==> config.mk <==
export PLATFORM = sky130hd
export DESIGN_NAME = fft_frame_collector
export DESIGN_NICKNAME = d
export VERILOG_FILES = /design/src/rtl/fft_frame_collector.sv
export SDC_FILE = /design/constraint.sdc
export NUM_CORES = 2
export LEC_CHECK = 0
export ABC_CLOCK_PERIOD_IN_PS = 3400
export CORE_UTILIZATION = 40
export DETAILED_ROUTE_END_ITERATION = 8
export SYNTH_ARGS = -nofsm -noshare
export SYNTH_HDL_FRONTEND = slang
export SYNTH_HIERARCHICAL = 1
export SYNTH_SLANG_ARGS = --single-unit
==> constraint.sdc <==
create_clock -name clk -period 3.4 [get_ports clk]
set_input_delay 1.02 -clock clk [delete_from_list [all_inputs] [get_ports clk]]
set_output_delay 1.02 -clock clk [all_outputs]
set_load 0.01 [all_outputs]
==> src/rtl/fft_frame_collector.sv <==
// Serial-to-parallel collector for the 16-point FFT: gathers 16 complex samples into a
// shadow buffer (optionally bit-reversed slot order) and publishes whole frames with a strobe.

module fft_frame_slot #(
  parameter int WORD_SIZE = 16
) (
  input  logic                 clk,
  input  logic                 rst,
  input  logic                 wr,
  input  logic                 ld,
  input  logic                 sel,
  input  logic [WORD_SIZE-1:0] d_re,
  input  logic [WORD_SIZE-1:0] d_im,
  output logic [WORD_SIZE-1:0] q_re,
  output logic [WORD_SIZE-1:0] q_im
);
  logic [WORD_SIZE-1:0] sh_re, sh_im;

  // On the completing accept the incoming sample bypasses the shadow into the output.
  always_ff @(posedge clk) begin
    if (rst) begin
      sh_re <= '0;
      sh_im <= '0;
      q_re  <= '0;
      q_im  <= '0;
    end else begin
      if (wr) begin
        sh_re <= d_re;
        sh_im <= d_im;
      end
      if (ld) begin
        q_re <= sel ? d_re : sh_re;
        q_im <= sel ? d_im : sh_im;
      end
    end
  end
endmodule

module fft_frame_collector #(
  parameter int WORD_SIZE = 16,
  parameter int BITREV    = 1
) (
  input  logic                    clk,
  input  logic                    rst,
  input  logic                    in_valid,
  output logic                    in_ready,
  input  logic [WORD_SIZE-1:0]    in_re,
  input  logic [WORD_SIZE-1:0]    in_im,
  input  logic                    in_sof,
  output logic [16*WORD_SIZE-1:0] out_re,
  output logic [16*WORD_SIZE-1:0] out_im,
  output logic                    we,
  output logic [7:0]              frame_cnt,
  output logic                    sof_err
);
  localparam int SLOTS = 16;

  logic [3:0] wr_cnt;
  logic [3:0] slot;
  logic       acc;
  logic       cmpl;
  logic [1:0] strb_pipe;

  assign acc  = in_valid & in_ready;
  assign cmpl = acc & ~in_sof & (wr_cnt == 4'd15);
  assign we   = strb_pipe[1];

  always_comb begin
    slot = wr_cnt;
    if (BITREV != 0) slot = {wr_cnt[0], wr_cnt[1], wr_cnt[2], wr_cnt[3]};
    if (in_sof)      slot = 4'd0;
  end

  for (genvar i = 0; i < SLOTS; i++) begin : g_slot
    logic hit;
    assign hit = (slot == 4'(i));
    fft_frame_slot #(.WORD_SIZE(WORD_SIZE)) u_slot (
      .clk  (clk),
      .rst  (rst),
      .wr   (acc & hit),
      .ld   (cmpl),
      .sel  (hit),
      .d_re (in_re),
      .d_im (in_im),
      .q_re (out_re[i*WORD_SIZE +: WORD_SIZE]),
      .q_im (out_im[i*WORD_SIZE +: WORD_SIZE])
    );
  end

  // Strobe trails the bus load by one edge so the consumer sees settled data.
  always_ff @(posedge clk) begin
    if (rst) begin
      in_ready  <= 1'b0;
      wr_cnt    <= '0;
      frame_cnt <= '0;
      sof_err   <= 1'b0;
      strb_pipe <= '0;
    end else begin
      in_ready  <= 1'b1;
      strb_pipe <= {strb_pipe[0], cmpl};
      if (acc) begin
        if (in_sof) begin
          wr_cnt <= 4'd1;
          if (wr_cnt != 4'd0) sof_err <= 1'b1;
        end else begin
          wr_cnt <= wr_cnt + 4'd1;
        end
      end
      if (cmpl) frame_cnt <= frame_cnt + 8'd1;
    end
  end
endmodule

# [Yosys cells after proc, flatten, opt, wreduce, memory -nomap -nowiden]
# Index checks and enable logic that the tools add are counted.
[word_totals] regBits=1040 wordCells=145
[classes] addsub=2 eq_ne=16 n_mux=35 bitwise=20 n_reduce_logical=3
[ops] cell="$mux 16" count=32
[ops] cell="$eq 4x4->1 const B" count=9
[ops] cell="$and 1x1->1" count=19
[ops] cell="$eq 4x3->1 const B" count=4
[ops] cell="$add 8x1->8 const B" count=1
[ops] cell="$eq 4x2->1 const B" count=2
[ops] cell="$mux 4" count=2
[ops] cell="$add 4x1->4 const B" count=1
[ops] cell="$eq 4x1->1 const B" count=1
[ops] cell="$logic_not 4->1" count=1
[ops] cell="$reduce_bool 4->1" count=1
[ops] cell="$reduce_and 3->1" count=1
[ops] cell="$mux 1" count=1
[ops] cell="$not 1->1" count=1

# [Logic depth before layout (Yosys ltp)]
[logic_depth] depth_word=3 depth_mapped=9 depth_no_buf=5

# [Hierarchy]
# Netlist, hierarchy kept.
[modules_own_cells] mod="fft_frame_slot" n_inst=16 cells_each=246 area_each_um2=2562.5 seq_area_each_um2=1281.2
[modules_own_cells] mod="fft_frame_collector" n_inst=1 cells_each=135 area_each_um2=970.9 seq_area_each_um2=320.3

# [Least setup slack after synthesis]
# OpenSTA, ideal clock, no wires.
[synth_timing] kind="input -> register" startpoint="input in_sof" endpoint="register g_slot[0].u_slot.q_im[0]" setup_time_ns=0.138 arrival_time_ns=2.549 required_ns=3.262 setup_slack_ns=0.714 cell_stages=6 cell_sequence="nand4b_1 buf_2 nor2_1 buf_4 clkbuf_1 a211oi_1"
[synth_between] elab_chain_cells=3
[synth_lines] item="start: declaration" line_no="49" source="input logic in_sof,"
[synth_lines] item="$not 1->1" line_no="65" source="assign cmpl = acc & ~in_sof & (wr_cnt == 4'd15);"
[synth_lines] item="$and 1x1->1 (2 in a row)" line_no="65"
[synth_lines] item="named net cmpl" line_no="61" source="logic cmpl;"
[synth_lines] item="end signal: assignment" line_no="33" source="q_im <= sel ? d_im : sh_im;"
[synth_lines] item="end: declaration" line_no="15" source="output logic [WORD_SIZE-1:0] q_im"
# The timed path passes the listed nets, and every way through them passes these cells.
# A chain may end at the register's enable or synchronous reset.

# [Final worst setup path]
[layout_timing] startpoint="register in_ready" endpoint="output in_ready"
[layout_rtl] item="start: declaration" line_no="46" source="output logic in_ready,"
[layout_rtl] item="start signal: assignment" line_no="93" source="in_ready <= 1'b0;"
[layout_rtl] item="start signal: assignment" line_no="99" source="in_ready <= 1'b1;"
# No word-level cell between the ends.

==> results.ini <==
[worst_setup_path]
cp-end-kind = primary output
arrival_ns = 1.87
path_class = flip-flop to primary output
crit_fanout = 7
r2r_cells = 7
crit_chain = clkdlybuf4s50_1
max_stage_delay_ns = 0.69
regToRegSetupSlack_ns = 0.92
r2r_start = wr_cnt[0]
startpoint_type = flip-flop
slowest_stage = clkdlybuf4s50_1
cp_num_buf_inv = 1
required_ns = 2.38
reg2reg_to = g_slot[10].u_slot/q_re[9]
cp_top_family = buffers and inverters

[placed_design]
post_dp_cell_area_mm2 = 0.0490
numPortBuffers = 558
place_congestion = 0.773
place_hpwl_um = 87200

[finish]
finalInstanceArea_mm2 = 0.0526
final_nets = 4576
area_delta_synth_final_pct = 25.3
regArea_mm2 = 0.0208
fillerInstances = 9474
drive_above_1_share_pct = 8.61
multi_input_area_mm2 = 0.0187

[route]
firstDrtPassIters = 5
vias_per_cell = 5.19
antenna_left = 0
wl_per_cell_um = 22.3
drc = 0
finalWirelength_um = 134000
drt_iter0_drc = 2199
vias = 31200

[logic_synthesis]
async_reset_ff_share_pct = 0
synth-seq-area-share_pct = 49.6
synth_nets = 4110
synth_most_common_cell = nor2_1
synth-seq-cells = 1040
synthesis.area_mm2 = 0.0420
syn_area_per_cell_um2 = 10.3
netlist_instances = 4071
ys.flop_type = dfxtp_1
synth_top_cell_area_share_pct = 49.6
synth.area.top_cells = dfxtp_1 (50%), mux2i_1 (24%), nor2_1 (9.4%), a211oi_1 (9.2%), buf_12 (2.3%)
yosys_warnings = 6
yosysUniqueCellTypes = 35
synth_area_leader_cell = dfxtp_1
synth_edf_count = 0
synthTopCellsByCount = nor2_1 (1053), dfxtp_1 (1040), mux2i_1 (1024), a211oi_1 (513), clkbuf_1 (132)

[power_and_ir_drop]
p_leak_uw = 0.0160
p_int_uw = 19500
p_clk_share_pct = 47.7
p_comb_share_pct = 3.8
seqPwrFrac_pct = 48.5
p_sw_uw = 5730
peakVddDrop_mv = 0.377
p_sw_share_pct = 22.7
cellPowerDensity_mw_per_mm2 = 479
power_uw = 25200

[global_routing]
gr-max-usage-layer = met2
grt_overflow_total = 0
groute.usage.overall_pct = 24.3
grt_pass1_wl_um = 195000
grt_max_degree = 89
use_met3_pct = 3.25
gr-usage-met1_pct = 33.2
grt_util_met2_pct = 40.0
antenna_found_initial = 3
grt_pass1_vias = 29000

[cts]
cts_buffers = 110
cts_resized = 0
cts_hold_buf = 0
htreeDepth = 3
clk_latency_ns = 0.69
cts.sinks = 1040
post_cts_buffers = 0
clockRootBuffer = clkbuf_16
cts_tree = yes
clk_pin_slew_worst_paths_ns = 0.06
clock_path_buffers = 3

[timing]
slew_violations = 0
worstMarginPinSlew_ns = 0.795
slew_headroom_pct = 47.0
hold_violations = 0
fin_tns_setup_ns = 0
period_share_pct = 84.9
final.setup_skew_ns = 0.0160
fin_crit_ns = 2.89
setup_viol = 0
rsz0062_at_grt = no
max_freq_mhz = 347

[min_path]
hold_depth = 1
hold_path.class = flip-flop to flip-flop
min_to = strb_pipe[1]
hold_start = strb_pipe[0]

[floorplan]
die_h_um = 326
initial_core_util_pct = 40.4
core_region_area_mm2 = 0.104
die-width_um = 326
ios = 559
dieArea_mm2 = 0.106
num_rows = 118

[flow_run]
cap_violations = 0

[status]
outcome = complete, no violations

[metrics by stage]
step,utilization (%),instances,setup WS [ns],hold WS [ns]
final,50.7,6007,0.514,0.460
after global routing,50.7,6004,0.457,0.492
after CTS,50.7,6004,0.468,0.464
after detailed placement,47.2,5805,0.0171,0.456
after global placement,47.2,5805,0.110,0.436
after floorplan,-,4071,0.714,0.414
[cell type report]
class	instances	share of cell area [%]
multi-input combinational	2662	35.6
antenna	3	0.0143
tap	1380	3.28
clock buffer	171	6.28
inverter	7	0.0500
sequential	1040	39.6
clock inverter	28	0.561
timing repair buffer	716	14.6
[per-layer routing]
| metal | vias to the layer above | wire, um | part of all wire, % |
|---|---|---|---|
| met2 | 777 | 63600 | 48 |
| met1 | 15000 | 61400 | 46 |
| met3 | 145 | 5980 | 4.5 |
| met4 | 4 | 2750 | 2.1 |
| li1 | 15200 | - | - |
| met5 | - | 21 | 0.016 |
[cells in the final DEF (no fill, tap or decap), drive strengths merged, types with 2 or more instances in the layout]
cell type	Yosys	final
mux2i	1024	1024
nand3b	2	2
o21ai	5	5
nor3	8	8
or3	5	5
diode	0	3
bufinv	0	5
nor2	1053	1053
buf	230	191
ha	3	3
clkinvlp	0	3
or4	4	4
nand2	6	6
clkdlybuf4s50	0	525
nand3	3	3
nand4b	2	2
a21oi	11	11
a211oi	513	513
dfxtp	1040	1040
or2	3	3
clkbuf	132	171
nor2b	4	4
nand4	4	4
clkinv	0	17
o31ai	4	4
inv	7	10
[power groups by stage]
| stage | clock network (uW) | logic [uW] | registers [uW] |
|---|---|---|---|
| final | 12000 | 951 | 12200 |
| after global placement | 0 | 956 | 12500 |
| after detailed placement | 0 | 959 | 12500 |
| after CTS | 12200 | 959 | 12200 |
| after global routing | 12700 | 988 | 12200 |
| after floorplan | 0 | 348 | 12500 |
[state kept, by name (all words and copies together), names as in the netlist, 2 cells and up]
register             cells
strb_pipe                2
g_slot.u_slot/sh_re    256
wr_cnt                   4
frame_cnt                8
g_slot.u_slot/sh_im    256
g_slot.u_slot/q_re     256
g_slot.u_slot/q_im     256
[worst max-delay path by stage]
| stage | from | endpoint | depth (start not counted) | slack (ns) |
|---|---|---|---|---|
| 2_1_floorplan | in_sof | g_slot[0].u_slot/q_im[0] | 6 | 0.71 |
| 4_1_cts | in_ready | in_ready | 1 | 0.47 |
| 3_3_place_gp | in_sof | g_slot[2].u_slot/q_re[7] | 7 | 0.11 |
| 3_5_place_dp | in_sof | g_slot[2].u_slot/q_re[15] | 7 | 0.02 |
| 5_1_grt | in_ready | in_ready | 1 | 0.46 |
| 6_report | in_ready | in_ready | 1 | 0.51 |
[cell families after synthesis]
family | Yosys count | share of synthesized area, %
DFF | 1040 | 49.6
and+or+nand+nor | 1098 | 10.1
AOI/OAI and AO/OA | 536 | 9.49
buffers and inverters | 369 | 6.28
muxes | 1025 | 24.4
adders and majority gates | 3 | 0.0894
No activity file was read; power rests on OpenSTA's default activity.
